$ cat src/rtl/alu_mc_if.sv
// Execute-stage <-> alu_mc bus: request handshake, operands, completion pulse, result and flags.
interface alu_mc_if #(
  parameter int unsigned WIDTH = 16
) ();
  logic             in_valid;
  logic             in_ready;
  logic [WIDTH-1:0] a;
  logic [WIDTH-1:0] b;
  logic [3:0]       op;
  logic             out_valid;
  logic [WIDTH-1:0] result;
  logic [WIDTH-1:0] result_hi;
  logic             zero;
  logic             negative;
  logic             carry;
  logic             overflow;

  modport master (
    output in_valid, a, b, op,
    input  in_ready, out_valid, result, result_hi, zero, negative, carry, overflow
  );

  modport slave (
    input  in_valid, a, b, op,
    output in_ready, out_valid, result, result_hi, zero, negative, carry, overflow
  );
endinterface

$ cat src/rtl/alu_mc.sv
// Multi-cycle ALU: single-cycle arithmetic/logic/shift ops plus iterative
// shift-add multiply and restoring divide, with registered result and N/Z/C/V flags.
module alu_mc #(
  parameter int unsigned WIDTH = 16
) (
  input  logic   clk,
  input  logic   rst,
  alu_mc_if.slave bus
);
  localparam int unsigned SW = $clog2(WIDTH);
  localparam int unsigned CW = $clog2(WIDTH) + 1;

  localparam logic [3:0] OP_ADD  = 4'h0;
  localparam logic [3:0] OP_SUB  = 4'h1;
  localparam logic [3:0] OP_AND  = 4'h2;
  localparam logic [3:0] OP_OR   = 4'h3;
  localparam logic [3:0] OP_XOR  = 4'h4;
  localparam logic [3:0] OP_NOT  = 4'h5;
  localparam logic [3:0] OP_SHL  = 4'h6;
  localparam logic [3:0] OP_SHR  = 4'h7;
  localparam logic [3:0] OP_ADC  = 4'h8;
  localparam logic [3:0] OP_SBC  = 4'h9;
  localparam logic [3:0] OP_SAR  = 4'hA;
  localparam logic [3:0] OP_CMP  = 4'hB;
  localparam logic [3:0] OP_MUL  = 4'hC;
  localparam logic [3:0] OP_DIVU = 4'hD;

  typedef enum logic {S_IDLE, S_BUSY} state_t;

  state_t r_state;
  state_t w_state_nxt;

  logic [CW-1:0]    r_cnt;
  logic             r_is_div;
  logic [WIDTH-1:0] r_hi;
  logic [WIDTH-1:0] r_lo;
  logic [WIDTH-1:0] r_opb;

  logic [WIDTH-1:0] r_result;
  logic [WIDTH-1:0] r_result_hi;
  logic             r_out_valid;
  logic             r_z;
  logic             r_n;
  logic             r_c;
  logic             r_v;

  logic             w_accept;
  logic             w_multi;
  logic             w_last;

  // Single-cycle datapath signals
  logic [WIDTH-1:0] w_addend;
  logic             w_cin;
  logic [WIDTH:0]   w_sum;
  logic             w_add_v;
  logic [SW-1:0]    w_sh;
  logic [WIDTH:0]   w_shl;
  logic [WIDTH:0]   w_shr;
  logic [WIDTH:0]   w_sar;
  logic [WIDTH-1:0] w_res;
  logic [WIDTH-1:0] w_zn_src;
  logic             w_cmp;
  logic             w_c;
  logic             w_v;
  logic             w_flag_upd;

  // Iterative datapath signals
  logic [WIDTH:0]   w_madd;
  logic [WIDTH:0]   w_dshift;
  logic [WIDTH-1:0] w_ddiff;
  logic             w_qbit;
  logic [WIDTH-1:0] w_hi_nxt;
  logic [WIDTH-1:0] w_lo_nxt;

  assign bus.in_ready  = (r_state == S_IDLE) && !rst;
  assign bus.out_valid = r_out_valid;
  assign bus.result    = r_result;
  assign bus.result_hi = r_result_hi;
  assign bus.zero      = r_z;
  assign bus.negative  = r_n;
  assign bus.carry     = r_c;
  assign bus.overflow  = r_v;

  // State register
  always_ff @(posedge clk) begin
    if (rst) begin
      r_state <= S_IDLE;
    end else begin
      r_state <= w_state_nxt;
    end
  end

  // Next-state and accept decode
  always_comb begin
    w_state_nxt = r_state;
    w_accept    = 1'b0;
    w_multi     = 1'b0;
    w_last      = 1'b0;
    case (r_state)
      S_IDLE: begin
        w_accept = bus.in_valid && !rst;
        w_multi  = (bus.op == OP_MUL) || (bus.op == OP_DIVU);
        if (w_accept && w_multi) begin
          w_state_nxt = S_BUSY;
        end
      end
      S_BUSY: begin
        w_last = (r_cnt == CW'(1));
        if (w_last) begin
          w_state_nxt = S_IDLE;
        end
      end
      default: w_state_nxt = S_IDLE;
    endcase
  end

  // Adder operand select: subtraction forms use a + ~b + cin
  always_comb begin
    w_addend = bus.b;
    w_cin    = 1'b0;
    case (bus.op)
      OP_SUB, OP_CMP: begin
        w_addend = ~bus.b;
        w_cin    = 1'b1;
      end
      OP_ADC: w_cin = r_c;
      OP_SBC: begin
        w_addend = ~bus.b;
        w_cin    = r_c;
      end
      default: ;
    endcase
  end

  assign w_sum   = {1'b0, bus.a} + {1'b0, w_addend} + (WIDTH+1)'(w_cin);
  assign w_add_v = (bus.a[WIDTH-1] == w_addend[WIDTH-1]) && (w_sum[WIDTH-1] != bus.a[WIDTH-1]);

  // Extended shifts: the extra bit captures the last bit shifted out (0 when s==0)
  assign w_sh  = bus.b[SW-1:0];
  assign w_shl = {1'b0, bus.a} << w_sh;
  assign w_shr = {bus.a, 1'b0} >> w_sh;
  assign w_sar = (WIDTH+1)'($signed({bus.a, 1'b0}) >>> w_sh);

  // Single-cycle result and flag selection
  always_comb begin
    w_res      = '0;
    w_c        = 1'b0;
    w_v        = 1'b0;
    w_cmp      = 1'b0;
    w_flag_upd = 1'b1;
    case (bus.op)
      OP_ADD, OP_SUB, OP_ADC, OP_SBC: begin
        w_res = w_sum[WIDTH-1:0];
        w_c   = w_sum[WIDTH];
        w_v   = w_add_v;
      end
      OP_CMP: begin
        w_res = bus.a;
        w_c   = w_sum[WIDTH];
        w_v   = w_add_v;
        w_cmp = 1'b1;
      end
      OP_AND: w_res = bus.a & bus.b;
      OP_OR:  w_res = bus.a | bus.b;
      OP_XOR: w_res = bus.a ^ bus.b;
      OP_NOT: w_res = ~bus.a;
      OP_SHL: begin
        w_res = w_shl[WIDTH-1:0];
        w_c   = w_shl[WIDTH];
      end
      OP_SHR: begin
        w_res = w_shr[WIDTH:1];
        w_c   = w_shr[0];
      end
      OP_SAR: begin
        w_res = w_sar[WIDTH:1];
        w_c   = w_sar[0];
      end
      default: w_flag_upd = 1'b0;
    endcase
    w_zn_src = w_cmp ? w_sum[WIDTH-1:0] : w_res;
  end

  // One multiply or divide step; b==0 divide naturally yields all-ones quotient and remainder a
  assign w_madd   = {1'b0, r_hi} + (r_lo[0] ? {1'b0, r_opb} : '0);
  assign w_dshift = {r_hi, r_lo[WIDTH-1]};
  assign w_ddiff  = w_dshift[WIDTH-1:0] - r_opb;
  assign w_qbit   = (w_dshift >= {1'b0, r_opb});

  always_comb begin
    w_hi_nxt = w_madd[WIDTH:1];
    w_lo_nxt = {w_madd[0], r_lo[WIDTH-1:1]};
    if (r_is_div) begin
      w_hi_nxt = w_qbit ? w_ddiff : w_dshift[WIDTH-1:0];
      w_lo_nxt = {r_lo[WIDTH-2:0], w_qbit};
    end
  end

  // Datapath, iteration counter and output registers
  always_ff @(posedge clk) begin
    if (rst) begin
      r_cnt       <= '0;
      r_is_div    <= 1'b0;
      r_hi        <= '0;
      r_lo        <= '0;
      r_opb       <= '0;
      r_result    <= '0;
      r_result_hi <= '0;
      r_out_valid <= 1'b0;
      r_z         <= 1'b0;
      r_n         <= 1'b0;
      r_c         <= 1'b0;
      r_v         <= 1'b0;
    end else begin
      r_out_valid <= 1'b0;
      if (w_accept && !w_multi) begin
        r_result    <= w_res;
        r_result_hi <= '0;
        r_out_valid <= 1'b1;
        if (w_flag_upd) begin
          r_z <= (w_zn_src == '0);
          r_n <= w_zn_src[WIDTH-1];
          r_c <= w_c;
          r_v <= w_v;
        end
      end else if (w_accept) begin
        r_is_div <= (bus.op == OP_DIVU);
        r_hi     <= '0;
        r_lo     <= bus.a;
        r_opb    <= bus.b;
        r_cnt    <= CW'(WIDTH);
      end else if (r_state == S_BUSY) begin
        r_hi  <= w_hi_nxt;
        r_lo  <= w_lo_nxt;
        r_cnt <= r_cnt - CW'(1);
        if (w_last) begin
          r_result    <= w_lo_nxt;
          r_result_hi <= w_hi_nxt;
          r_out_valid <= 1'b1;
          if (r_is_div) begin
            r_z <= (w_lo_nxt == '0);
            r_n <= w_lo_nxt[WIDTH-1];
            r_c <= (r_opb == '0);
            r_v <= 1'b0;
          end else begin
            r_z <= ({w_hi_nxt, w_lo_nxt} == '0);
            r_n <= w_hi_nxt[WIDTH-1];
            r_c <= (w_hi_nxt != '0);
            r_v <= (w_hi_nxt != '0);
          end
        end
      end
    end
  end
endmodule

$ cat src/flat_wrapper.sv
// flat-port wrapper written by rule: the top's interface ports become plain ports
module alu_mc_flat 
#(
  parameter int unsigned WIDTH = 16
)
  (clk, rst, bus_in_valid, bus_a, bus_b, bus_op, bus_in_ready, bus_out_valid, bus_result, bus_result_hi, bus_zero, bus_negative, bus_carry, bus_overflow);
  alu_mc_if #(.WIDTH(WIDTH)) bus_i ();
  input  logic clk;
  input  logic rst;
  input wire logic [$bits(bus_i.in_valid)-1:0] bus_in_valid;
  input wire logic [$bits(bus_i.a)-1:0] bus_a;
  input wire logic [$bits(bus_i.b)-1:0] bus_b;
  input wire logic [$bits(bus_i.op)-1:0] bus_op;
  output wire logic [$bits(bus_i.in_ready)-1:0] bus_in_ready;
  output wire logic [$bits(bus_i.out_valid)-1:0] bus_out_valid;
  output wire logic [$bits(bus_i.result)-1:0] bus_result;
  output wire logic [$bits(bus_i.result_hi)-1:0] bus_result_hi;
  output wire logic [$bits(bus_i.zero)-1:0] bus_zero;
  output wire logic [$bits(bus_i.negative)-1:0] bus_negative;
  output wire logic [$bits(bus_i.carry)-1:0] bus_carry;
  output wire logic [$bits(bus_i.overflow)-1:0] bus_overflow;
  assign bus_i.in_valid = bus_in_valid;
  assign bus_i.a = bus_a;
  assign bus_i.b = bus_b;
  assign bus_i.op = bus_op;
  assign bus_in_ready = bus_i.in_ready;
  assign bus_out_valid = bus_i.out_valid;
  assign bus_result = bus_i.result;
  assign bus_result_hi = bus_i.result_hi;
  assign bus_zero = bus_i.zero;
  assign bus_negative = bus_i.negative;
  assign bus_carry = bus_i.carry;
  assign bus_overflow = bus_i.overflow;
  alu_mc #(.WIDTH(WIDTH)) u_core (.clk(clk), .rst(rst), .bus(bus_i));
endmodule
$ cat config.mk
export PLATFORM = sky130hd
export DESIGN_NAME = alu_mc_flat
export DESIGN_NICKNAME = d
export VERILOG_FILES = /design/src/rtl/alu_mc_if.sv /design/src/rtl/alu_mc.sv /design/src/flat_wrapper.sv
export SDC_FILE = /design/constraint.sdc
export NUM_CORES = 1
export LEC_CHECK = 0
export CORE_ASPECT_RATIO = 0.8
export CORE_MARGIN = 8
export CORE_UTILIZATION = 45
export CTS_CLUSTER_SIZE = 8
export DETAILED_ROUTE_END_ITERATION = 7
export PLACE_DENSITY = 0.63
export SLEW_MARGIN = 20
export SYNTH_ARGS = -nofsm -noshare
export SYNTH_HDL_FRONTEND = slang
export SYNTH_SLANG_ARGS = --single-unit
$ cat constraint.sdc
create_clock -name clk -period 7 [get_ports clk]
set_input_delay 1.4 -clock clk [delete_from_list [all_inputs] [get_ports clk]]
set_output_delay 1.4 -clock clk [all_outputs]
set_load 0.02 [all_outputs]
==> reports/metrics.yaml <==
status: "finished, final reports clean"
ctsResizeCount: 0
place_ws_ns: 0.990
drcViolationCount: 0
critPathCaptureType: "flip-flop"
switching_share_pct: 38.1
reg2regPathDepth: 16
cts_root_buf: "clkbuf_16"
setup_ws_ns: 1.25
grt_pass1_wl_um: 63700
switchingPower_w: 0.000618
hp-class: "reg2reg"
drt_iter0_markers: 1520
cpMaxStageDelayCell: "or4b_1"
clk_path_buf_depth: 2
row_count: 49
arrival_ns: 6.05
p_per_area_nw_per_um2: 139
clock-skew-final_ns: 0.0107
vias: 11300
place_congestion: 1.06
synth_cell_type_count: 106
cp_cell_sequence: "clkdlybuf4s50_1, buf_4, inv_1, o211ai_1, buf_4, xnor2_1, ha_1, a211oi_1, o211ai_1, a311o_1, a21oi_1, or4b_1, nand3_1, nand3_1, a221o_1, o221a_1, nand2_1"
port_buffers: 76
cts-htree-levels: 3
io_pins: 77
drt_wl_total_um: 42300
drv_slew: 0
synth_edf_count: 0
cp_max_fo: 23
dr.pass1.iters: 5
cp.required_ns: 7.30
crit_cells: 17
nNetsFinal: 1528
postCtsHoldBufs: 0
dp_hpwl_um: 31300
maxCapViolations: 0
ys_seq_area_share_pct: 17.7
worst_pin_slew_ns: 1.13
syn_area_per_cell_sq_um: 7.53
min_period_over_period_pct: 82.2
antenna_left: 0
die_h_um: 152
grt_max_degree: 78
vdd_drop_max_mv: 0.105
fp.dieW_um: 186
cts-buffers-inserted: 9
clk_pin_slew_ns: 0.08
finalCriticalPeriod_ns: 5.75
synth_nets: 1510
critical_path_class: "in2reg"
fmax_mhz: 174
core_area_sq_um: 22600
cpLargestDelayFamily: "compound AO/OA/AOI/OAI gates"
dieArea_sq_um: 28300
synth_seq_cells: 92
cts_tree: "built"
drive_gt1_share_pct: 8.95
slew-limit-headroom_pct: 24.3
finalSetupTns_ns: 0
async_reset_ff_share_pct: 0
leakagePower_nw: 4.54
ys.flop_type: "dfxtp_1"
syn-cell-area_sq_um: 10400
overflow: 0
hold_viol: 0
synth_warnings: 0
cts_sinks: 92
clk_latency_ns: 0.36
start_util_pct: 46.1
p_int_w: 0.00101
seqPwrFrac_pct: 33.5
rsz0062_at_grt: "no"
cp_num_buf_inv: 4
min_path_cells: 2
grt_usage_pct: 28.9
antenna_found_initial: 2
wire_per_inst_um: 24.7
setup_viol: 0
cp-start-kind: "input port"
p_comb_share_pct: 34.6
clkPwrFrac_pct: 31.9
area_delta_synth_final_pct: 11.9
syn_inst: 1385
via_per_inst: 6.57
grt_pass1_vias: 10200
post_cts_buffers: 0
max_stage_delay_ns: 0.48
-- cells in the final DEF, fill, tap and decap left out, types with 7 or more instances in the layout --
master / instances
nand2b_1: 15
ha_1: 82
nor3b_1: 10
nor4_1: 13
nor2_1: 192
a21o_1: 12
o21ai_1: 13
nand3_1: 21
and2_1: 20
xor2_1: 15
or3_1: 7
and3_1: 8
a21oi_1: 121
dfxtp_1: 91
a22oi_1: 16
mux2i_1: 25
buf_4: 31
xnor2_1: 36
inv_1: 67
mux4_2: 26
clkbuf_16: 9
o21a_1: 9
nand2_1: 135
a221oi_1: 21
a31oi_1: 10
a211oi_1: 42
o21ai_0: 37
nor3_1: 37
nand4_1: 13
o221ai_1: 8
clkdlybuf4s50_1: 73
o211ai_1: 23
-- kinds of logic after synthesis --
logic type                 count (synthesis)  synth area share [%]
and+or+nand+nor                          523                  24.5
DFF                                       92                  17.7
buffers and inverters                    172                  7.26
muxes                                     60                  9.28
adders and majority gates                 86                  10.6
xor gates and xnor gates                  51                  4.28
AOI/OAI and AO/OA                        401                  26.4
-- area by class of cell --
class / count / area [sq um]
Fill cell: 2237 / 11000
Multi-Input combinational cell: 1121 / 7870
Sequential cell: 92 / 1840
Timing Repair Buffer: 107 / 978
Tap cell: 306 / 383
Inverter: 72 / 270
Clock buffer: 9 / 225
Clock inverter: 7 / 88.8
Antenna cell: 1 / 2.50
-- state kept, by name, summed over array words and instances, names as in the netlist --
signal / count
u_core.r_hi: 16
u_core.r_is_div: 1
u_core.bus.result: 16
u_core.bus.overflow: 1
u_core.r_lo: 16
u_core.r_state: 1
u_core.bus.zero: 1
u_core.bus.out_valid: 1
u_core.bus.result_hi: 16
u_core.bus.negative: 1
u_core.bus.carry: 1
u_core.r_opb: 16
u_core.r_cnt: 5
-- routing by layer --
| metal | part of all wire [%] | up-vias | track usage, % |
|---|---|---|---|
| li1 | - | 5142 | - |
| met1 | 46 | 5378 | 43.5 |
| met2 | 40 | 670 | 38.8 |
| met3 | 13 | 73 | 9.41 |
| met4 | 2.0 | 2 | 6.27 |
| met5 | 0.040 | - | 0 |
-- path summary, 6_finish.rpt --
check             slack (ns)                      from                       end
hold reg to reg         0.45  u_core.bus.result_hi[15]  u_core.bus.result_hi[15]
setup / recovery        1.25                 bus_op[2]           u_core.bus.zero
setup reg to reg        2.66          u_core.bus.carry           u_core.bus.zero
hold / removal          0.45  u_core.bus.result_hi[15]  u_core.bus.result_hi[15]
-- Yosys cell counts (all sizes together) (11+ instances only) --
cell,instances,share of area [%]
a211oi,43,3.1
a21o,13,0.95
a21oi,123,6.0
a221oi,21,1.8
a22oi,16,1.2
a31oi,11,0.72
and2,22,1.3
buf,22,1.6
clkbuf,78,3.1
dfxtp,92,18
ha,82,9.8
inv,70,2.5
mux2i,25,2.4
mux4,28,6.1
nand2,136,4.9
nand2b,15,0.90
nand3,21,1.0
nand4,14,0.90
nor2,195,7.0
nor3,37,1.8
nor3b,11,0.84
nor4,16,1.4
o211ai,23,1.7
o21ai,50,2.4
xnor2,36,3.0
xor2,15,1.3
-- power groups by stage --
stage / Sequential (W) / Combinational [W] / Clock, W
after detailed placement: 0.000556 / 0.000538 / 0
after CTS: 0.000544 / 0.000542 / 0.000524
after floorplan: 0.000560 / 0.000356 / 0
after global routing: 0.000545 / 0.000598 / 0.000544
final: 0.000545 / 0.000562 / 0.000518
after global placement: 0.000556 / 0.000539 / 0
-- tightest hold or removal path: stages, from the launching register on --
cell,delay [ns]
dfxtp_1,0.31
nand2_1,0.05
a21oi_1,0.05
-- per-stage QoR --
stage                     std cells  utilization [%]  total power, W  hold WS (ns)  instance area [sq um]
final                          1715             51.6         0.00162         0.454                  11700
after floorplan                1385                -        0.000916         0.457                  10400
after global routing           1714             51.5         0.00169         0.471                  11700
after CTS                      1714             51.5         0.00161         0.460                  11700
after global placement         1698             50.1         0.00109         0.445                  11300
after detailed placement       1698             50.1         0.00109         0.448                  11300
(Power assumes the default switching activity.)
